## src/rtl/elevator_pkg.sv

```systemverilog
// Shared types and constants for the hall-call front end.
// Floor vectors are indexed by landing number (bit f = floor f).
package elevator_pkg;

    localparam int N_FLOORS = 4;
    localparam int FLOOR_W  = $clog2(N_FLOORS);

    typedef logic [FLOOR_W-1:0]  floor_t;
    typedef logic [N_FLOORS-1:0] floor_vec_t;

    // The top landing has no up button and the bottom landing has no down button.
    localparam floor_vec_t UP_MASK   = ~(floor_vec_t'(1) << (N_FLOORS - 1));
    localparam floor_vec_t DOWN_MASK = ~floor_vec_t'(1);

    // One-hot vector of the floor whose calls are being served right now.
    function automatic floor_vec_t service_vec(input floor_t cur, input logic door);
        floor_vec_t result;
        result = '0;
        if (door) begin
            result = floor_vec_t'(1) << cur;
        end
        return result;
    endfunction

endpackage

```

## src/rtl/btn_debounce.sv

```systemverilog
// Single hall button: two-flop synchroniser followed by a counting debouncer.
// The debounced level changes only after DB_CYCLES consecutive synchronised
// samples that disagree with it; 'rise' marks the edge on which it goes 0->1.
module btn_debounce #(
    parameter int DB_CYCLES = 4
) (
    input  logic clk,
    input  logic reset,
    input  logic raw,
    output logic level,
    output logic rise
);

    localparam int CNT_W = (DB_CYCLES > 2) ? $clog2(DB_CYCLES) : 1;
    localparam logic [CNT_W-1:0] CNT_LAST = CNT_W'(DB_CYCLES - 1);

    logic             sync_meta;
    logic             sync_out;
    logic             deb;
    logic [CNT_W-1:0] cnt;
    logic             toggle;

    // Bring the asynchronous button into the clock domain.
    always_ff @(posedge clk or posedge reset) begin
        if (reset) begin
            sync_meta <= 1'b0;
            sync_out  <= 1'b0;
        end else begin
            sync_meta <= raw;
            sync_out  <= sync_meta;
        end
    end

    // The level flips on the sample that would take the count past its last value.
    assign toggle = (sync_out != deb) && (cnt == CNT_LAST);

    // Count consecutive disagreeing samples; any agreeing sample restarts the count.
    always_ff @(posedge clk or posedge reset) begin
        if (reset) begin
            deb <= 1'b0;
            cnt <= '0;
        end else if (sync_out == deb) begin
            cnt <= '0;
        end else if (toggle) begin
            deb <= ~deb;
            cnt <= '0;
        end else begin
            cnt <= cnt + 1'b1;
        end
    end

    assign level = deb;
    assign rise  = toggle && !deb;

endmodule

```

## src/rtl/hall_call_panel.sv

```systemverilog
// Hall-call front end: debounces landing buttons, latches accepted calls into
// lamps, pulses up_req/down_req once per new call, and clears a floor's lamps
// while the car stands there with the door open.
module hall_call_panel
    import elevator_pkg::*;
#(
    parameter int DB_CYCLES = 4
) (
    input  logic                clk,
    input  logic                reset,
    input  logic [N_FLOORS-1:0] btn_up,
    input  logic [N_FLOORS-1:0] btn_down,
    input  logic [FLOOR_W-1:0]  current_floor,
    input  logic                door_open,
    output logic [N_FLOORS-1:0] up_req,
    output logic [N_FLOORS-1:0] down_req,
    output logic [N_FLOORS-1:0] up_lamp,
    output logic [N_FLOORS-1:0] down_lamp
);

    floor_vec_t up_rise;
    floor_vec_t down_rise;
    floor_vec_t up_level_unused;
    floor_vec_t down_level_unused;
    floor_vec_t service;
    floor_vec_t up_accept;
    floor_vec_t down_accept;
    logic       masked_buttons_unused;

    // The non-existent buttons are wired to the pins but deliberately ignored.
    assign masked_buttons_unused = btn_up[N_FLOORS-1] ^ btn_down[0];

    for (genvar f = 0; f < N_FLOORS; f++) begin : g_floor
        if (UP_MASK[f]) begin : g_up
            btn_debounce #(
                .DB_CYCLES (DB_CYCLES)
            ) u_up (
                .clk   (clk),
                .reset (reset),
                .raw   (btn_up[f]),
                .level (up_level_unused[f]),
                .rise  (up_rise[f])
            );
        end else begin : g_up_masked
            assign up_rise[f]         = 1'b0;
            assign up_level_unused[f] = 1'b0;
        end

        if (DOWN_MASK[f]) begin : g_down
            btn_debounce #(
                .DB_CYCLES (DB_CYCLES)
            ) u_down (
                .clk   (clk),
                .reset (reset),
                .raw   (btn_down[f]),
                .level (down_level_unused[f]),
                .rise  (down_rise[f])
            );
        end else begin : g_down_masked
            assign down_rise[f]         = 1'b0;
            assign down_level_unused[f] = 1'b0;
        end
    end

    assign service = service_vec(floor_t'(current_floor), door_open);

    // A press is new only if its lamp is dark and the car is not already serving that floor.
    assign up_accept   = up_rise   & ~up_lamp   & ~service & UP_MASK;
    assign down_accept = down_rise & ~down_lamp & ~service & DOWN_MASK;

    // Latch accepted calls and emit their one-cycle request; serving a floor clears both lamps.
    always_ff @(posedge clk or posedge reset) begin
        if (reset) begin
            up_lamp   <= '0;
            down_lamp <= '0;
            up_req    <= '0;
            down_req  <= '0;
        end else begin
            up_lamp   <= (up_lamp   | up_accept)   & ~service;
            down_lamp <= (down_lamp | down_accept) & ~service;
            up_req    <= up_accept;
            down_req  <= down_accept;
        end
    end

endmodule

```

## config.mk

```make
export PLATFORM = sky130hd
export DESIGN_NAME = hall_call_panel
export DESIGN_NICKNAME = d
export VERILOG_FILES = /design/src/rtl/elevator_pkg.sv /design/src/rtl/btn_debounce.sv /design/src/rtl/hall_call_panel.sv
export SDC_FILE = /design/constraint.sdc
export NUM_CORES = 1
export LEC_CHECK = 0
export BUFFER_PORTS_ARGS = -buffer_cell sky130_fd_sc_hd__buf_2
export CORE_MARGIN = 10
export CORE_UTILIZATION = 45
export DETAILED_ROUTE_END_ITERATION = 6
export PLACE_DENSITY = 0.69
export RECOVER_POWER = 25
export SYNTH_ARGS = -nofsm -noshare
export SYNTH_HDL_FRONTEND = slang
export SYNTH_SLANG_ARGS = --single-unit
export TNS_END_PERCENT = 100
```

## constraint.sdc

```tcl
create_clock -name clk -period 1.1 [get_ports clk]
set_clock_uncertainty 0.15 [all_clocks]
set_input_delay 0.055 -clock clk [delete_from_list [all_inputs] [get_ports clk]]
set_output_delay 0.055 -clock clk [all_outputs]
set_load 0.03 [all_outputs]
```

Yosys cells after proc, flatten, opt, wreduce, memory -nomap -nowiden --
Cells that the tools add are included.
Operators by class: add/subtract/negate cells 6, equality and inequality tests 18, shifts and indexed selects 1, muxes and demuxes 13, bitwise gates (word level) 23, reduce and logical (&&, ||, !) cells 24
Operator list (count):
- 2-bit 2-to-1 mux | 12
- 4-bit AND | 4
- 2-bit by 1-bit adder with 2-bit output, second input constant | 6
- 2-bit == test, second input constant | 6
- 1-bit logical AND | 12
- 1-bit inverter | 12
- 2-bit AND reduction | 6
- 4-bit inverter | 2
- 3-bit AND | 2
- 1-bit == test | 6
- 1-bit logical NOT | 6
- 1-bit inequality test | 6
- 4-bit 2-to-1 mux | 1
- 4-bit by 3-bit bitwise OR with 4-bit output | 1
- 4-bit bitwise OR | 1
- 1-bit by 2-bit left shift with 4-bit output, first input constant | 1
- 3-bit inverter | 1
Storage, ports and cells: register bits 44, bits of input ports 13, logic and storage cells 113

Depth between registers and ports, before layout --
depth after elaboration 7, depth in mapped cells 3

Hierarchy --
A second synthesis with hierarchy kept.
Second synthesis, totals: cell total of the unflattened synthesis 125, area total of the unflattened synthesis 1625.3 sq um
Modules (own cells, without submodules):
- btn_debounce | times used 6, cells an instance 14, area an instance 182.7 sq um
- hall_call_panel | times used 1, cells an instance 41, area an instance 529.3 sq um

Worst setup path after synthesis --
Ideal clock, no wire load.
path kind register -> register, start point register g_floor[3].g_down.u_down.cnt[0], end point register down_req[3], library setup time 0.120 ns, arrival 0.916 ns, data required time 0.830 ns, setup slack -0.086 ns, cell stages (with the launch flop) 4, path buffers 0, period minus slack after synthesis 1.186 ns, cell sequence dfrtp_1 -> ha_1 -> and3b_1 -> and3b_1
On the way: cells in the longest elaborated chain, start to end 5
RTL lines:
- from (decl) | RTL line btn_debounce.sv:20 | logic [CNT_W-1:0] cnt;
- from (signal assigned) | RTL line btn_debounce.sv:48 | cnt <= cnt + 1'b1;
- 2-bit == test | RTL line btn_debounce.sv:35 | assign toggle = (sync_out != deb) && (cnt == CNT_LAST);
- 1-bit logical AND | RTL line btn_debounce.sv:35
- 1-bit logical AND | RTL line btn_debounce.sv:53 | assign rise = toggle && !deb;
- 4-bit AND (2 in a row) | RTL line hall_call_panel.sv:69 | assign down_accept = down_rise & ~down_lamp & ~service & DOWN_MASK;
- net down_accept[3] | RTL line hall_call_panel.sv:27 | floor_vec_t down_accept;
- to (signal assigned) | RTL line hall_call_panel.sv:82 | down_req <= down_accept;
- to (decl) | RTL line hall_call_panel.sv:16 | output logic [N_FLOORS-1:0] down_req,
The timed path passes the listed nets, and every way through them passes these cells. A chain may end at the register's enable or synchronous reset.

Worst setup path in the final report --
start point register g_floor[2].g_up.u_up.cnt[0], end point register g_floor[2].g_up.u_up.deb
On the way: cells in the longest elaborated chain, start to end 3
RTL lines:
- from (decl) | RTL line btn_debounce.sv:20
- from (signal assigned) | RTL line btn_debounce.sv:48
- 2-bit == test | RTL line btn_debounce.sv:35
- 1-bit logical AND | RTL line btn_debounce.sv:35
- 2-bit AND reduction (no source line)
- to (signal assigned) | RTL line btn_debounce.sv:45 | deb <= ~deb;
- to (decl) | RTL line btn_debounce.sv:19 | logic deb;
Every way passes these cells.

==> flow_summary.toml <==
[timing]
hold_violations = 0
final.setup.tns_ps = -589.4
finalMaxSlewViolations = 0
relSlewSlack_pct = 51.38
rsz0062_at_grt = "yes"
fin_crit_ps = 1187
max_freq_mhz = 842.4
setup_viol = 17
post-route-period-util_pct = 107.9
worst_slack_ps = -87.06
worst_slew_pin_slew_ps = 725.3

[die]
start_util_pct = 47.14
die-area_um2 = 6297
core_um2 = 3363
die_x_um = 79.36
io_pins = 29
die_y_um = 79.36
row_count = 21

[logic_synthesis]
synth_async_sr_flop_share_pct = 100.0
ys_warn_count = 0
ys.flop_type = "dfrtp_1"
synth_area_um2 = 1585
synthCells = 107
synth-edff-count = 0
synth_seq_area_share_pct = 69.46
ys_types = 19
ys_ff_latch = 44
syn-mean-instance-area_um2 = 14.82

[setup_path]
critPathSlowestCell = "dfrtp_1"
cp-start-kind = "register"
slowest_delay_ps = 440
critPathArrivalTime_ps = 1280
crit_fanout = 3
setup.worst_path.class = "register to register"
cp_cell_sequence = "ha_4, mux2_4"
cp_data_required_time_ps = 1200
path_delay_family = "flip-flops"
critPathBufInv = 0
crit_path_end_kind = "register"

[layout]
drive_above_1_share_pct = 43.90
nets = 182
design_area_um2 = 2290
layout_commonest_cell = "dfrtp_1"
areaGrowthSynthToFinish_pct = 44.44
antennaDiodeCount = 0
multi_input_area_um2 = 568.0
nFillCells = 255
layout_common_cells = "dfrtp_1, buf_6, buf_4"
seq_area_um2 = 1101
finalNonFillerCells = 210

[clocking]
cts.root.buffer_cell = "clkbuf_4"
cts_tree = "built"
cts_buffers = 5
clock_sinks = 44
clk_latency_ps = 350
clk_path_buf_depth = 2
clk_pin_slew_ps = 130
htree_num_levels = 2

[placed_design]
hpwl_mm = 1.961
portBuffers = 24
dp_cells = 178
place_congestion = 0.6958
placed_area_um2 = 1810
place_ws_ps = -62.94

[detailed_routing]
vias_per_cell = 4.767
route.detailed.drc = 0
post_drt_wl_per_cell_um = 13.80
ant_nets = 0
drtPass1Iterations = 2
drt-initial-drc-count = 49
drt-total-wl_mm = 2.898
vias = 1001

[pwr]
p_switching_mw = 1.644
cellPowerDensity_nw_per_um2 = 2286
leakage_nw = 1.084
ir_worst_vdd_v = 0.001064
seqPwrFrac_pct = 45.5
clkPwrFrac_pct = 19.4
p_comb_share_pct = 35.1
p_int_mw = 3.591
power.share.switching_pct = 31.40

[grt]
antenna_found_initial = 0
grt_pass1_vias = 1089
grtUsageTotal_pct = 9.517
grt_max_degree = 18
grt.overflow.total = 0
grt_pass1_wl_mm = 4.726

[status]
status = "complete, but fails checks"
violations = "setup timing"

[worst_hold_path]
min_path_type = "primary input to asynchronous set/reset pin"

[flow_run]
drv_cap = 0
## worst paths after layout
kind | start | endpoint | slack (ps) | depth (start not counted)
min in group clk | btn_up[0] | g_floor[0].g_up.u_up.sync_meta | 180 | 2
max in group asynchronous | reset | down_lamp[2] | 170 | 4
setup reg to reg | g_floor[2].g_up.u_up.cnt[0] | g_floor[2].g_up.u_up.level | -90 | 2
hold reg to reg | g_floor[1].g_down.u_down.sync_meta | g_floor[1].g_down.u_down.sync_out | 220 | 0
setup / recovery | g_floor[2].g_up.u_up.cnt[0] | g_floor[2].g_up.u_up.level | -90 | 2
hold / removal | reset | g_floor[0].g_up.u_up.sync_meta | 130 | 3
## repair_timing
action                     4_1_cts  5_1_grt
hold endpoints to repair        64        0
setup buffers                   10        4
setup endpoints to repair       22       33
pin swaps                        2        7
hold buffers                    10        0
resized for setup               32       13
## final cells by class
type,instances,area share [%]
multi-input combinational,56,24.81
tap,46,2.514
inverter,6,1.038
clock buffer,5,1.639
sequential,44,48.09
clock inverter,3,2.076
timing repair buffer,50,19.84
## tightest hold or removal path, cell delays in order
cell and delay, ps:
dlygate4sd3_1 530, buf_1 100, clkinvlp_2 440
## Yosys cell counts (all sizes together) (2+ instances only)
library cell / count / area share (%)
dfrtp: 44 / 69
nor3: 10 / 4.4
ha: 6 / 4.7
inv: 6 / 1.4
mux2: 6 / 4.3
nor2b: 6 / 2.4
a21oi: 5 / 1.6
nand3b: 5 / 2.4
xnor2: 5 / 2.8
and3b: 4 / 2.4
and2: 2 / 0.79
buf: 2 / 0.95
nor3b: 2 / 0.95
## layer usage
metal | routed length [um] | vias to the layer above | GRT usage (%)
met2 | 1454 | 22 | 15.74
met1 | 1235 | 498 | 9.905
met4 | 59 | 0 | 5.376
met5 | 0 | - | 0
met3 | 148 | 7 | 4.167
li1 | - | 474 | -
## cell families (layout without fill, tap and decap cells)
kind of cell | count (synthesis) | in the layout | share of synthesized area [%]
AOI/OAI and AO/OA | 6 | 6 | 2.052
xor gates and xnor gates | 6 | 6 | 3.315
adders and majority gates | 6 | 6 | 4.735
buffers and inverters | 8 | 64 | 2.367
DFF | 44 | 44 | 69.46
muxes | 6 | 6 | 4.262
other | 1 | 2 | 0.2366
and+or+nand+nor | 30 | 30 | 13.58
## power groups by stage
stage               registers [mW]  clock network [mW]  logic [mW]
floorplan                     2.52                   0       0.666
global placement              2.32                   0        1.12
detailed placement            2.35                   0        1.19
CTS                           2.32                1.05        1.62
global route                  2.43                1.12        2.02
finish                        2.38                1.02        1.84
## per-stage QoR
stage / hold slack [ps] / total power, mW / utilization (%)
finish: 133.5 / 5.235 / 68.08
CTS: 39.26 / 4.993 / 64.81
detailed placement: -91.81 / 3.537 / 53.83
global placement: -97.97 / 3.431 / 53.83
global route: 145.4 / 5.571 / 68.08
floorplan: -90.76 / 3.183 / -
## state kept, by name, summed over array words and instances (netlist names)
register	count
down_lamp	4
g_floor.g_down.u_down.sync_out	3
g_floor.g_down.u_down.level	3
g_floor.g_down.u_down.cnt	6
g_floor.g_up.u_up.level	3
down_req	3
g_floor.g_up.u_up.sync_out	3
up_lamp	4
g_floor.g_up.u_up.cnt	6
up_req	3
g_floor.g_up.u_up.sync_meta	3
g_floor.g_down.u_down.sync_meta	3
Power figures use the tool's default switching activity.
